===== src/rtl/relu_quant_pool.sv =====
// relu_quant_pool: ReLU + shift/saturate quantiser followed by 2x2 max pooling
// over a raster-ordered convolution output stream.
//
// Ports:
//   clock           rising-edge clock
//   reset           synchronous, active-high reset
//   pixel_in        signed 32-bit convolution result, raster order
//   pixel_in_valid  pixel_in carries a sample this cycle
//   pixel_out       unsigned 8-bit pooled pixel (holds when not valid)
//   pixel_out_valid single-cycle pulse per pooled pixel
//   frame_done      pulses with the last pooled pixel of a frame
module relu_quant_pool #(
  parameter int unsigned IMG_WIDTH  = 4,
  parameter int unsigned IMG_HEIGHT = 4,
  parameter int unsigned SHIFT      = 8
) (
  input  logic        clock,
  input  logic        reset,
  input  logic [31:0] pixel_in,
  input  logic        pixel_in_valid,
  output logic [7:0]  pixel_out,
  output logic        pixel_out_valid,
  output logic        frame_done
);

  localparam int unsigned DW       = 32;
  localparam int unsigned PW       = 8;
  localparam int unsigned CW       = (IMG_WIDTH > 2) ? $clog2(IMG_WIDTH) : 1;
  localparam int unsigned RW       = (IMG_HEIGHT > 2) ? $clog2(IMG_HEIGHT) : 1;
  localparam int unsigned LB_DEPTH = IMG_WIDTH / 2;
  localparam int unsigned LBW      = (LB_DEPTH > 1) ? $clog2(LB_DEPTH) : 1;

  // Stage 1: ReLU, shift and saturate to 8 bits
  logic [DW-1:0] shifted;
  logic [PW-1:0] quant_c;

  always_comb begin
    shifted = pixel_in >> SHIFT;
    if (pixel_in[DW-1]) begin
      quant_c = '0;
    end else if (shifted > DW'(255)) begin
      quant_c = '1;
    end else begin
      quant_c = shifted[PW-1:0];
    end
  end

  logic [PW-1:0] s1_q;
  logic          s1_valid;

  // Stage-1 register; valid follows the input strobe, data only loads on valid
  always_ff @(posedge clock) begin
    if (reset) begin
      s1_q     <= '0;
      s1_valid <= 1'b0;
    end else begin
      s1_valid <= pixel_in_valid;
      if (pixel_in_valid) begin
        s1_q <= quant_c;
      end
    end
  end

  // Stage 2: horizontal pair max, line buffer for the even row, vertical max
  logic [CW-1:0]  col;
  logic [RW-1:0]  row;
  logic [PW-1:0]  pair;
  logic [PW-1:0]  line_buf [LB_DEPTH];
  logic [LBW-1:0] lb_idx;
  logic [PW-1:0]  lb_rd;
  logic [PW-1:0]  hmax;
  logic [PW-1:0]  vmax;
  logic           col_last;
  logic           row_last;

  always_comb begin
    col_last = (col == CW'(IMG_WIDTH - 1));
    row_last = (row == RW'(IMG_HEIGHT - 1));
    lb_idx   = LBW'(col >> 1);
    lb_rd    = line_buf[lb_idx];
    hmax     = (pair > s1_q) ? pair : s1_q;
    vmax     = (lb_rd > hmax) ? lb_rd : hmax;
  end

  // Even-row horizontal maxima wait here for the matching odd row
  always_ff @(posedge clock) begin
    if (s1_valid && col[0] && !row[0]) begin
      line_buf[lb_idx] <= hmax;
    end
  end

  // Counters, pair register and registered outputs
  always_ff @(posedge clock) begin
    if (reset) begin
      col             <= '0;
      row             <= '0;
      pair            <= '0;
      pixel_out       <= '0;
      pixel_out_valid <= 1'b0;
      frame_done      <= 1'b0;
    end else begin
      pixel_out_valid <= 1'b0;
      frame_done      <= 1'b0;
      if (s1_valid) begin
        if (!col[0]) begin
          pair <= s1_q;
        end else if (row[0]) begin
          pixel_out       <= vmax;
          pixel_out_valid <= 1'b1;
          frame_done      <= row_last && col_last;
        end
        if (col_last) begin
          col <= '0;
          row <= row_last ? '0 : row + RW'(1);
        end else begin
          col <= col + CW'(1);
        end
      end
    end
  end

endmodule


===== config.mk =====
export PLATFORM = sky130hd
export DESIGN_NAME = relu_quant_pool
export DESIGN_NICKNAME = d
export VERILOG_FILES = /design/src/rtl/relu_quant_pool.sv
export SDC_FILE = /design/constraint.sdc
export NUM_CORES = 1
export LEC_CHECK = 0
export BUFFER_PORTS_ARGS = -buffer_cell sky130_fd_sc_hd__clkbuf_2
export CORE_AREA = 5 5 80 82
export DETAILED_ROUTE_END_ITERATION = 8
export DIE_AREA = 0 0 85 87
export GPL_ROUTABILITY_DRIVEN = 0
export GPL_TIMING_DRIVEN = 0
export PLACE_DENSITY = 0.74
export SETUP_SLACK_MARGIN = 0.02
export SLEW_MARGIN = 0
export SYNTH_ARGS = -nofsm -noshare
export SYNTH_HDL_FRONTEND = slang
export SYNTH_SLANG_ARGS = --single-unit

===== constraint.sdc =====
create_clock -name clock -period 3.6 [get_ports clock]
set_input_delay 0.54 -clock clock [delete_from_list [all_inputs] [get_ports clock]]
set_output_delay 0.54 -clock clock [all_outputs]
set_load 0.005 [all_outputs]

Word-level counts from Yosys, hierarchy flattened
Memory sizes are Yosys's and may differ from the RTL's. A register that Yosys moved wholly into a read port is not among the register bits.
Cells that the tools add are included.
- add/subtract/negate cells: 2
- magnitude comparators: 3
- eq/ne operators: 2
- mux-type cells: 11
- bitwise logic cells: 3
- reductions and logical operators: 9
- operator list (kind ; count):
    2-to-1 mux 8 bit ; 4
    greater-than comparator 24 x 8 -> 1 bit (second input constant) ; 1
    greater-than comparator 8 bit ; 2
    2-to-1 mux 1 bit ; 5
    adder 2 x 1 -> 2 bit (second input constant) ; 2
    equality test 2 bit (second input constant) ; 2
    2-to-1 mux 2 bit ; 2
    AND reduction 2 bit ; 2
    OR reduction 4 bit ; 1
    logical AND 1 bit ; 3
    NOT 1 bit ; 3
    AND reduction 3 bit ; 1
    OR reduction 3 bit ; 1
    logical NOT 1 bit ; 1
- flip-flop bits (word level): 31
- bits in writable memories: 16
- input port bits: 35
- output and inout bits: 10
- word-level logic and storage cells: 39
- memories: 1
- memory list (memory ; depth ; bits a word ; read ports ; clocked after Yosys merged registers in ; write ports ; RTL line ; text):
    line_buf ; 2 ; 8 ; 1 ; 1 ; 1 ; 68 ; logic [PW-1:0] line_buf [LB_DEPTH];

Depth between registers and ports, before layout
Gate-level depths: netlist of the first run.
- depth in word-level cells: 4
- depth in mapped cells: 19
- mapped depth without buffers: 15

Least setup slack after synthesis of the first run
No wires, ideal clock.
- path kind: register to register
- start: register s1_q[1]
- end: register pixel_out[0]
- setup time: 117 ps
- arrival time: 3288 ps
- required time: 3483 ps
- path slack: 195 ps
- cell stages (with the launch flop): 19
- path buffers: 4
- period minus slack after synthesis: 3405 ps
- cells stage by stage: dfxtp_1 > inv_1 > ha_1 > nor2b_1 > o211ai_1 > a211o_1 > buf_6 > and2_4 > buf_6 > buf_6 > o21a_1 > ha_1 > nor2b_1 > o211ai_1 > a211oi_1 > nor2_1 > buf_2 > o211ai_1 > a32o_1
- word-level cells in the longest chain between the ends: 4
- RTL lines (element ; RTL line ; text):
    start: declaration ; 48 ; logic [PW-1:0] s1_q;
    start signal: assignment ; 59 ; s1_q <= quant_c;
    greater-than comparator 8 bit ; 81 ; hmax = (pair > s1_q) ? pair : s1_q;
    2-to-1 mux 8 bit * ; 81 ;
    greater-than comparator 8 bit ; 82 ; vmax = (lb_rd > hmax) ? lb_rd : hmax;
    2-to-1 mux 8 bit * ; 82 ;
    end signal: assignment ; 108 ; pixel_out <= vmax;
    end: declaration ; 21 ; output logic [7:0] pixel_out,
Every way passes the cells marked *; elsewhere a longest branch is shown, timed or not.
A chain may end at the register's enable or synchronous reset.

Worst setup path after layout of the first run
Same ends and word-level chain as after synthesis.

==> results of run 1 <==
-- logic make-up (layout without fill, tap and decap cells) --
kind of cell | after synthesis | in the layout | share of synthesized area (%)
and+or+nand+nor | 81 | 81 | 15.4
AOI/OAI and AO/OA | 57 | 57 | 16.4
DFF | 48 | 48 | 45.6
buffers and inverters | 34 | 81 | 6.16
adders and majority gates | 18 | 18 | 9.17
muxes | 17 | 17 | 7.29
-- per-layer routing --
layer / track usage (%) / vias to the layer above / routed length (um)
met5: 0 / - / 0
met4: 4.75 / 0 / 57
met3: 3.41 / 5 / 241
met2: 23.5 / 43 / 2300
met1: 16.5 / 863 / 2240
li1: - / 993 / -
-- Yosys cell counts --
cell | n | area share [%]
a211o_1 | 1 | 0.36
a211oi_1 | 1 | 0.31
a21o_1 | 1 | 0.31
a21oi_1 | 17 | 3.5
a22o_1 | 7 | 2.5
a31oi_1 | 1 | 0.25
a32o_1 | 1 | 0.41
and2_4 | 1 | 0.36
and3_1 | 1 | 0.25
buf_2 | 1 | 0.20
buf_6 | 3 | 1.4
clkbuf_1 | 7 | 1.1
dfxtp_1 | 32 | 26
edfxtp_1 | 16 | 20
ha_1 | 18 | 9.2
inv_1 | 23 | 3.5
mux2_2 | 7 | 3.2
mux2i_1 | 10 | 4.1
nand2_1 | 20 | 3.1
nand2b_1 | 1 | 0.25
nand3_1 | 10 | 2.0
nand4_1 | 4 | 1.0
nand4_2 | 1 | 0.51
nor2_1 | 32 | 4.9
nor2b_1 | 3 | 0.76
nor3_1 | 2 | 0.41
nor3b_1 | 1 | 0.31
nor3b_2 | 1 | 0.51
nor4_1 | 4 | 1.0
o211ai_1 | 8 | 2.4
o211ai_2 | 2 | 1.0
o21a_1 | 13 | 4.0
o21ai_0 | 3 | 0.61
o21ai_2 | 2 | 0.71
-- through the flow --
| stage | util (%) | setup WS [ps] |
|---|---|---|
| after global placement | 47.9 | -187 |
| after global routing | 51.7 | 56.9 |
| after detailed placement | 47.9 | -264 |
| after CTS | 49.7 | 55.7 |
| after floorplan | - | 195 |
| final | 51.7 | 201 |
-- worst min-delay path: stages, from the launching register on --
cell	delay (ps)
dfxtp_1	320
nand2_1	50
a21oi_1	50
-- power by group --
group	leakage, nW	switching [mW]	internal, mW
Sequential	0.410	0.0101	0.572
Combinational	0.737	0.110	0.103
Clock	0.0378	0.181	0.134
-- sequential cells by signal (all words and copies together), names as in the netlist, named ones only --
name / cells
row: 2
s1_valid: 1
pair: 8
frame_done: 1
s1_q: 8
line_buf: 16
pixel_out_valid: 1
col: 2
pixel_out: 8
-- worst paths after layout --
| check | start | cells after the start | to | slack (ps) |
|---|---|---|---|---|
| setup / recovery | s1_q[1] | 17 | pixel_out[0] | 200 |
| hold / removal | pair[0] | 2 | pair[0] | 460 |
| setup reg to reg | s1_q[1] | 17 | pixel_out[0] | 200 |
| hold reg to reg | pair[0] | 2 | pair[0] | 460 |
-- final cells by class --
cell class,instances,area [sq um],area share (%)
sequential,48,1140,38.7
buffer,10,63.8,2.17
timing repair buffer,40,240,8.18
tap,75,93.8,3.20
clock inverter,3,18.8,0.639
clock buffer,5,68.8,2.34
inverter,23,86.3,2.94
multi-input combinational,173,1230,41.8
-- timing repair --
item,4_1_cts,5_1_grt
buffers inserted,1,3
resized for setup,2,22
cloned,0,2
setup endpoints to repair,8,8
pin swaps,1,12
hold buffers,0,0
==> flow_summary.toml, run 1 <==
[worst_hold_path]
worstHoldPathType = "flip-flop to flip-flop"

[global_route]
track_usage_pct = 13.6
antenna_found_initial = 0
grt.overflow.total = 0
grt_pass1_vias = 1854
grt_max_degree = 16
grt_pass1_wl_um = 8070

[power_and_ir_drop]
p_leak_nw = 1.19
power.density_nw_per_um2 = 378
ir_drop_uv = 162
power_mw = 1.11

[yosys]
synth_seq_cells = 48
synth_area_sq_um = 2460
yosysSeqAreaShare_pct = 45.6
syn-num-nets = 308
ys_types = 34
yosys_warnings = 0
synthCells = 255
syn_area_per_cell_sq_um = 9.63

[critical_path]
crit_family = "compound AO/OA/AOI/OAI gates"
critical_path_buf_inv_count = 4
crit_path_max_fanout = 8
path_class = "flip-flop to flip-flop"
cpMaxStageDelayCell = "dfxtp_4"
cp-start-kind = "flip-flop"
endpoint_kind = "flip-flop"
cp_data_arrival_time_ps = 3600
cp.required_ps = 3810
cpPeakStageDelay_ps = 380
crit_chain = "inv_2, ha_4, nor2b_2, o211ai_1, a211o_1, buf_6, and2_4, buf_8, o21a_1, ha_1, nand4_1, nor2_2, a21oi_1, nor2_2, buf_6, o211ai_1, a32o_1"

[sta]
hold_viol_final = 0
post-route-period-util_pct = 94.4
skew_ps = 7.91
rsz0062_at_grt = "false"
drv_slew = 0
tns_ps = 0
fmax_mhz = 294
tightest_slew_ps = 1370
slew_headroom_pct = 8.14
hold_ws_ps = 463
setup_violations = 0
finalCriticalPeriod_ps = 3400

[floorplanning]
ios = 45
fp-row-count = 28
fp.dieW_um = 85
die_h_um = 87
start_util_pct = 43.3
core_area_sq_um = 5680
dieArea_sq_um = 7400

[detailed_routing]
drtIter0Drc = 109
drc = 0
wire_per_inst_um = 12.8
via_count = 1904
ant_nets = 0
routed_wl_um = 4840
first_pass_iters = 4
routed_via_density = 5.05

[finish]
fin_area_sq_um = 2940
final_cells = 377
nFillCells = 533
layout_commonest_cell = "clkbuf_2"
drive_gt1_share_pct = 25.5
area_delta_synth_final_pct = 19.6
nets = 354
antennaDiodeCount = 0
layout_common_cells = "34 x clkbuf_2, 30 x nor2_1, 26 x dfxtp_1, 22 x inv_1, 20 x nand2_1"

[placed_design]
dpl.hpwl_um = 3660
placed_area_sq_um = 2720
place_inst = 364
portBuffers = 34

[clock_network]
clkLatencyLatePin_ps = 300
clock_sinks = 48
clockRootBuffer = "clkbuf_8"
cts-buffers-inserted = 5
path_clk_slew_ps = 90
cts_tree = "yes"
htree_levels = 2
cts_buffer_depth = 2

[job]
cap_violations = 0

[run_status]
outcome = "complete, no violations"
Power figures use the tool's default switching activity.
==> inputs of run 2 (changes only) <==
--- a/config.mk
+++ b/config.mk
@@ -6,12 +6,12 @@
 export NUM_CORES = 1
 export LEC_CHECK = 0
 export BUFFER_PORTS_ARGS = -buffer_cell sky130_fd_sc_hd__clkbuf_2
-export CORE_AREA = 5 5 80 82
+export CORE_AREA = 5 5 77 79
 export DETAILED_ROUTE_END_ITERATION = 8
-export DIE_AREA = 0 0 85 87
+export DIE_AREA = 0 0 82 84
 export GPL_ROUTABILITY_DRIVEN = 0
 export GPL_TIMING_DRIVEN = 0
-export PLACE_DENSITY = 0.74
+export PLACE_DENSITY = 0.79
 export SETUP_SLACK_MARGIN = 0.02
 export SLEW_MARGIN = 0
 export SYNTH_ARGS = -nofsm -noshare
==> constraint.sdc (replaced) <==
create_clock -name clock -period 3.6 [get_ports clock]
set_input_delay 0.36 -clock clock [delete_from_list [all_inputs] [get_ports clock]]
set_output_delay 0.36 -clock clock [all_outputs]
set_load 0.005 [all_outputs]
==> flow_summary.toml, run 2 (synthesis gave the netlist of run 1 again) <==
[power_and_ir_drop]
ir_drop_uv = 224
p_comb_share_pct = 16.6
internal_power_uw = 944
p_leak_nw = 1.21
switching_share_pct = 23.6
power_mw = 1.24
switchingPower_uw = 291
seqPwrFrac_pct = 47.2
clockPowerShare_pct = 36.3
power.density_nw_per_um2 = 416

[sta]
setup_ws_ps = 138
drv_slew = 0
hold_ws_ps = 305
post-route-period-util_pct = 96.2
setup_violations = 0
skew_ps = 7.39
hold_viol_final = 0
fmax_mhz = 289
tightest_slew_ps = 1250
finalCriticalPeriod_ps = 3460
tns_ps = 0
slew_headroom_pct = 15.8

[finish]
final_cells = 375
layout_common_cells = "34 x clkbuf_2, 30 x nor2_1, 25 x dfxtp_1, 23 x inv_1, 20 x nand2_1"
drive_gt1_share_pct = 26.1
antennaDiodeCount = 0
seqCellArea_sq_um = 1130
final_core_util_pct = 56.3
fin_area_sq_um = 2970
largest_register = "line_buf"
largest_reg_flops = 16
area_delta_synth_final_pct = 20.9
multi_input_area_sq_um = 1240
nFillCells = 487
nets = 355
layout_commonest_cell = "clkbuf_2"

[critical_path]
cp-start-kind = "flip-flop"
crit_family = "compound AO/OA/AOI/OAI gates"
path_class = "flip-flop to flip-flop"
endpoint_kind = "flip-flop"
critical_path_buf_inv_count = 5
crit_chain = "inv_1, ha_1, nor2b_2, o211ai_1, a211o_1, buf_6, and2_4, buf_6, buf_6, o21a_1, ha_4, nand4_1, nor2_2, a21oi_1, nor2_2, buf_6, o211ai_1, a32o_1"
crit_top_cell = "buf_6"
crit_path_max_fanout = 10
cp_data_arrival_time_ps = 3660
path_depth = 18
cpPeakStageDelay_ps = 360
cp.required_ps = 3790
worst-r2r-cell-count = 18
cpMaxStageDelayCell = "dfxtp_2"

[placed_design]
place_inst = 361
dpl.hpwl_um = 3760
dp_slack_ps = -283
placed_area_sq_um = 2720
portBuffers = 34

[floorplanning]
core_area_sq_um = 5270
fp.dieW_um = 82
fp-row-count = 27
ios = 45
dieArea_sq_um = 6890
start_util_pct = 46.6
die_h_um = 84

[clock_network]
clkLatencyLatePin_ps = 300
clockRootBuffer = "clkbuf_8"
cts_buffer_depth = 2
htree_levels = 2
path_clk_slew_ps = 90
cts_tree = "yes"
clock_sinks = 48
cts-buffers-inserted = 5

[detailed_routing]
routed_wl_um = 5000
routed_via_density = 5.21
first_pass_iters = 4
wire_per_inst_um = 13.3
drtIter0Drc = 51
via_count = 1954
drc = 0
ant_nets = 0

[global_route]
grt_pass1_wl_um = 8330
track_usage_pct = 15.2
grt_max_degree = 16
antenna_found_initial = 0
grt.overflow.total = 0
grt_pass1_vias = 1904

[worst_hold_path]
worstHoldPathType = "input pin to flip-flop"
hold_depth = 2

[job]
cap_violations = 0

[run_status]
outcome = "complete, no violations"
[run 2: layout make-up]
class	count	share of cell area (%)
Buffer	11	2.40
Clock buffer	6	2.44
Clock inverter	2	2.02
Inverter	23	2.91
Multi-Input combinational cell	173	41.8
Sequential cell	48	38.1
Tap cell	72	3.03
Timing Repair Buffer	40	7.25
[run 2: per-layer routing]
metal  wire (um)  part of all wire (%)  vias up  global-route usage, %
met2        2460                    49       45                   25.4
met3         249                   5.0        9                   4.10
met4          82                   1.6        0                   4.38
met1        2210                    44      904                   18.8
met5           0                     0        -                      0
li1            -                     -      996                      -
[run 2: repair_timing]
action,4_1_cts,5_1_grt
setup buffers,1,4
cloned,0,1
resized for setup,2,17
hold buffers,0,0
setup endpoints to repair,8,8
pin swaps,1,7
hold endpoints to repair,0,0
[run 2: worst reg2reg max path: stages (launching register included)]
cell	delay [ps]
dfxtp_2	360
inv_1	50
ha_1	280
nor2b_2	140
o211ai_1	80
a211o_1	270
buf_6	140
and2_4	150
buf_6	120
buf_6	140
o21a_1	220
ha_4	290
nand4_1	160
nor2_2	180
a21oi_1	90
nor2_2	200
buf_6	140
o211ai_1	100
a32o_1	260
[run 2: path summary, 6_finish.rpt]
| kind | startpoint | to | slack (ps) |
|---|---|---|---|
| setup / recovery | s1_q[1] | pixel_out[0] | 140 |
| hold / removal | reset | s1_valid | 300 |
| setup reg to reg | s1_q[1] | pixel_out[0] | 140 |
| hold reg to reg | row[1] | row[1] | 460 |
[run 2: power groups by stage]
stage | Combinational [mW] | Sequential (mW) | Clock, mW
3_5_place_dp | 0.180 | 0.595 | 0
2_1_floorplan | 0.135 | 0.592 | 0
6_report | 0.205 | 0.583 | 0.448
5_1_grt | 0.228 | 0.584 | 0.484
3_3_place_gp | 0.172 | 0.594 | 0
4_1_cts | 0.185 | 0.582 | 0.451
==> inputs of run 3 (changes only) <==
--- a/config.mk
+++ b/config.mk
@@ -6,12 +6,12 @@
 export NUM_CORES = 1
 export LEC_CHECK = 0
 export BUFFER_PORTS_ARGS = -buffer_cell sky130_fd_sc_hd__clkbuf_2
-export CORE_AREA = 5 5 77 79
+export CORE_AREA = 5 5 106 58
 export DETAILED_ROUTE_END_ITERATION = 8
-export DIE_AREA = 0 0 82 84
+export DIE_AREA = 0 0 111 63
 export GPL_ROUTABILITY_DRIVEN = 0
 export GPL_TIMING_DRIVEN = 0
-export PLACE_DENSITY = 0.79
+export PLACE_DENSITY = 0.8
 export SETUP_SLACK_MARGIN = 0.02
 export SLEW_MARGIN = 0
 export SYNTH_ARGS = -nofsm -noshare
==> flow_summary.toml, run 3 (synthesis gave the netlist of run 1 again) <==
[global_route]
antenna_found_initial = 0
grt_pass1_wl_um = 9100
track_usage_pct = 15.9
grt_pass1_vias = 1905
grt_max_degree = 15
grt.overflow.total = 0

[clock_network]
clockRootBuffer = "clkbuf_8"
cts_buffer_depth = 2
clkLatencyLatePin_ps = 300
cts-buffers-inserted = 5
cts_tree = "yes"
clock_sinks = 48
htree_levels = 2
path_clk_slew_ps = 90

[finish]
layout_common_cells = "34 x clkbuf_2, 30 x nor2_1, 25 x dfxtp_1, 22 x inv_1, 20 x nand2_1"
final_cells = 379
drive_gt1_share_pct = 27.5
antennaDiodeCount = 0
nets = 358
area_delta_synth_final_pct = 22.1
largest_reg_flops = 16
largest_register = "line_buf"
layout_commonest_cell = "clkbuf_2"

[run_status]
outcome = "complete, no violations"

[floorplanning]
die_h_um = 63
start_util_pct = 47.2
fp.dieW_um = 111
fp-row-count = 19
dieArea_sq_um = 6990
ios = 45
core_area_sq_um = 5210

[power_and_ir_drop]
p_leak_nw = 1.23
ir_drop_uv = 191
power.density_nw_per_um2 = 389
power_mw = 1.17

[sta]
tightest_slew_ps = 1250
fmax_mhz = 291
drv_slew = 0
finalCriticalPeriod_ps = 3430
post-route-period-util_pct = 95.4
skew_ps = 6.06
setup_violations = 0
hold_viol_final = 0
rsz0062_at_grt = "false"
slew_headroom_pct = 16.6

[critical_path]
cp.required_ps = 3800
cpMaxStageDelayCell = "dfxtp_2"
path_class = "flip-flop to flip-flop"
critical_path_buf_inv_count = 4
crit_family = "compound AO/OA/AOI/OAI gates"
cp_data_arrival_time_ps = 3630
cpPeakStageDelay_ps = 350
crit_path_max_fanout = 8
crit_chain = "inv_2, ha_4, nor2b_4, o211ai_1, a211o_1, buf_6, and2_4, buf_8, o21a_1, ha_1, nand4_1, nor2_2, a21oi_1, nor2_2, buf_6, o211ai_1, a32o_1"
cp-start-kind = "flip-flop"
endpoint_kind = "flip-flop"

[detailed_routing]
via_count = 1983
drtIter0Drc = 78
drc = 0
routed_via_density = 5.23
ant_nets = 0
routed_wl_um = 5600
first_pass_iters = 4
wire_per_inst_um = 14.8

[worst_hold_path]
worstHoldPathType = "input pin to flip-flop"

[placed_design]
dpl.hpwl_um = 4180
portBuffers = 34
place_inst = 362

[job]
cap_violations = 0
-- run 3: path summary, 6_finish.rpt --
kind | startpoint | end | slack, ps | depth (start not counted)
hold reg to reg | pair[0] | pair[0] | 470 | 2
hold / removal | reset | s1_valid | 290 | 2
setup reg to reg | s1_q[1] | pixel_out[0] | 170 | 17
setup / recovery | s1_q[1] | pixel_out[0] | 170 | 17
-- run 3: power by group --
group          internal (mW)  leakage (nW)  switching, mW
Clock                  0.176        0.0515          0.176
Sequential             0.573         0.410        0.00907
Combinational          0.109         0.765          0.123
-- run 3: per-layer routing --
metal / share of wire [%] / wire, um / track usage [%] / vias up
li1: - / - / - / 1005
met1: 51 / 2870 / 24.1 / 927
met2: 42 / 2350 / 23.0 / 46
met3: 6.1 / 339 / 3.87 / 5
met4: 0.59 / 33 / 3.23 / 0
met5: 0 / 0 / 0 / -
-- run 3: cell type report --
type	instances	area [sq um]
multi-input cells	173	1260
plain buffers	10	63.8
flip-flops and latches	48	1130
inverters	23	86.3
repair buffers	44	267
fillers	461	2210
well taps	73	91.3
clock buffers	8	100
-- run 3: worst register-to-register path: cells and delay by family (launching register included) --
| kind | cells | cell delay (ps) |
|---|---|---|
| buffers and inverters | 4 | 450 |
| flip-flops | 1 | 350 |
| AO/OA/AOI/OAI | 6 | 1020 |
| adder cells (fa/ha/maj) | 2 | 580 |
| AND/OR/NAND/NOR | 5 | 910 |
-- run 3: timing repair --
item                                    CTS  global route
hold buffers                              0             0
pin swaps                                 1             9
setup buffers                             1             7
hold endpoints to repair                  0             0
cloned                                    0             2
endpoints found under the setup margin    8             8
resized for setup                         2            23
-- run 3: metrics by stage --
stage          TNS, ps  instance area (sq um)  setup slack, ps  util, %  hold WS [ps]
3_3_place_gp     -1300                   2720             -211     52.2           445
6_report             0                   3000              167     57.6           286
2_1_floorplan        0                   2460              195        -           432
4_1_cts              0                   2830             24.3     54.4           283
5_1_grt              0                   3000             39.2     57.6           304
3_5_place_dp     -1770                   2720             -288     52.2           453
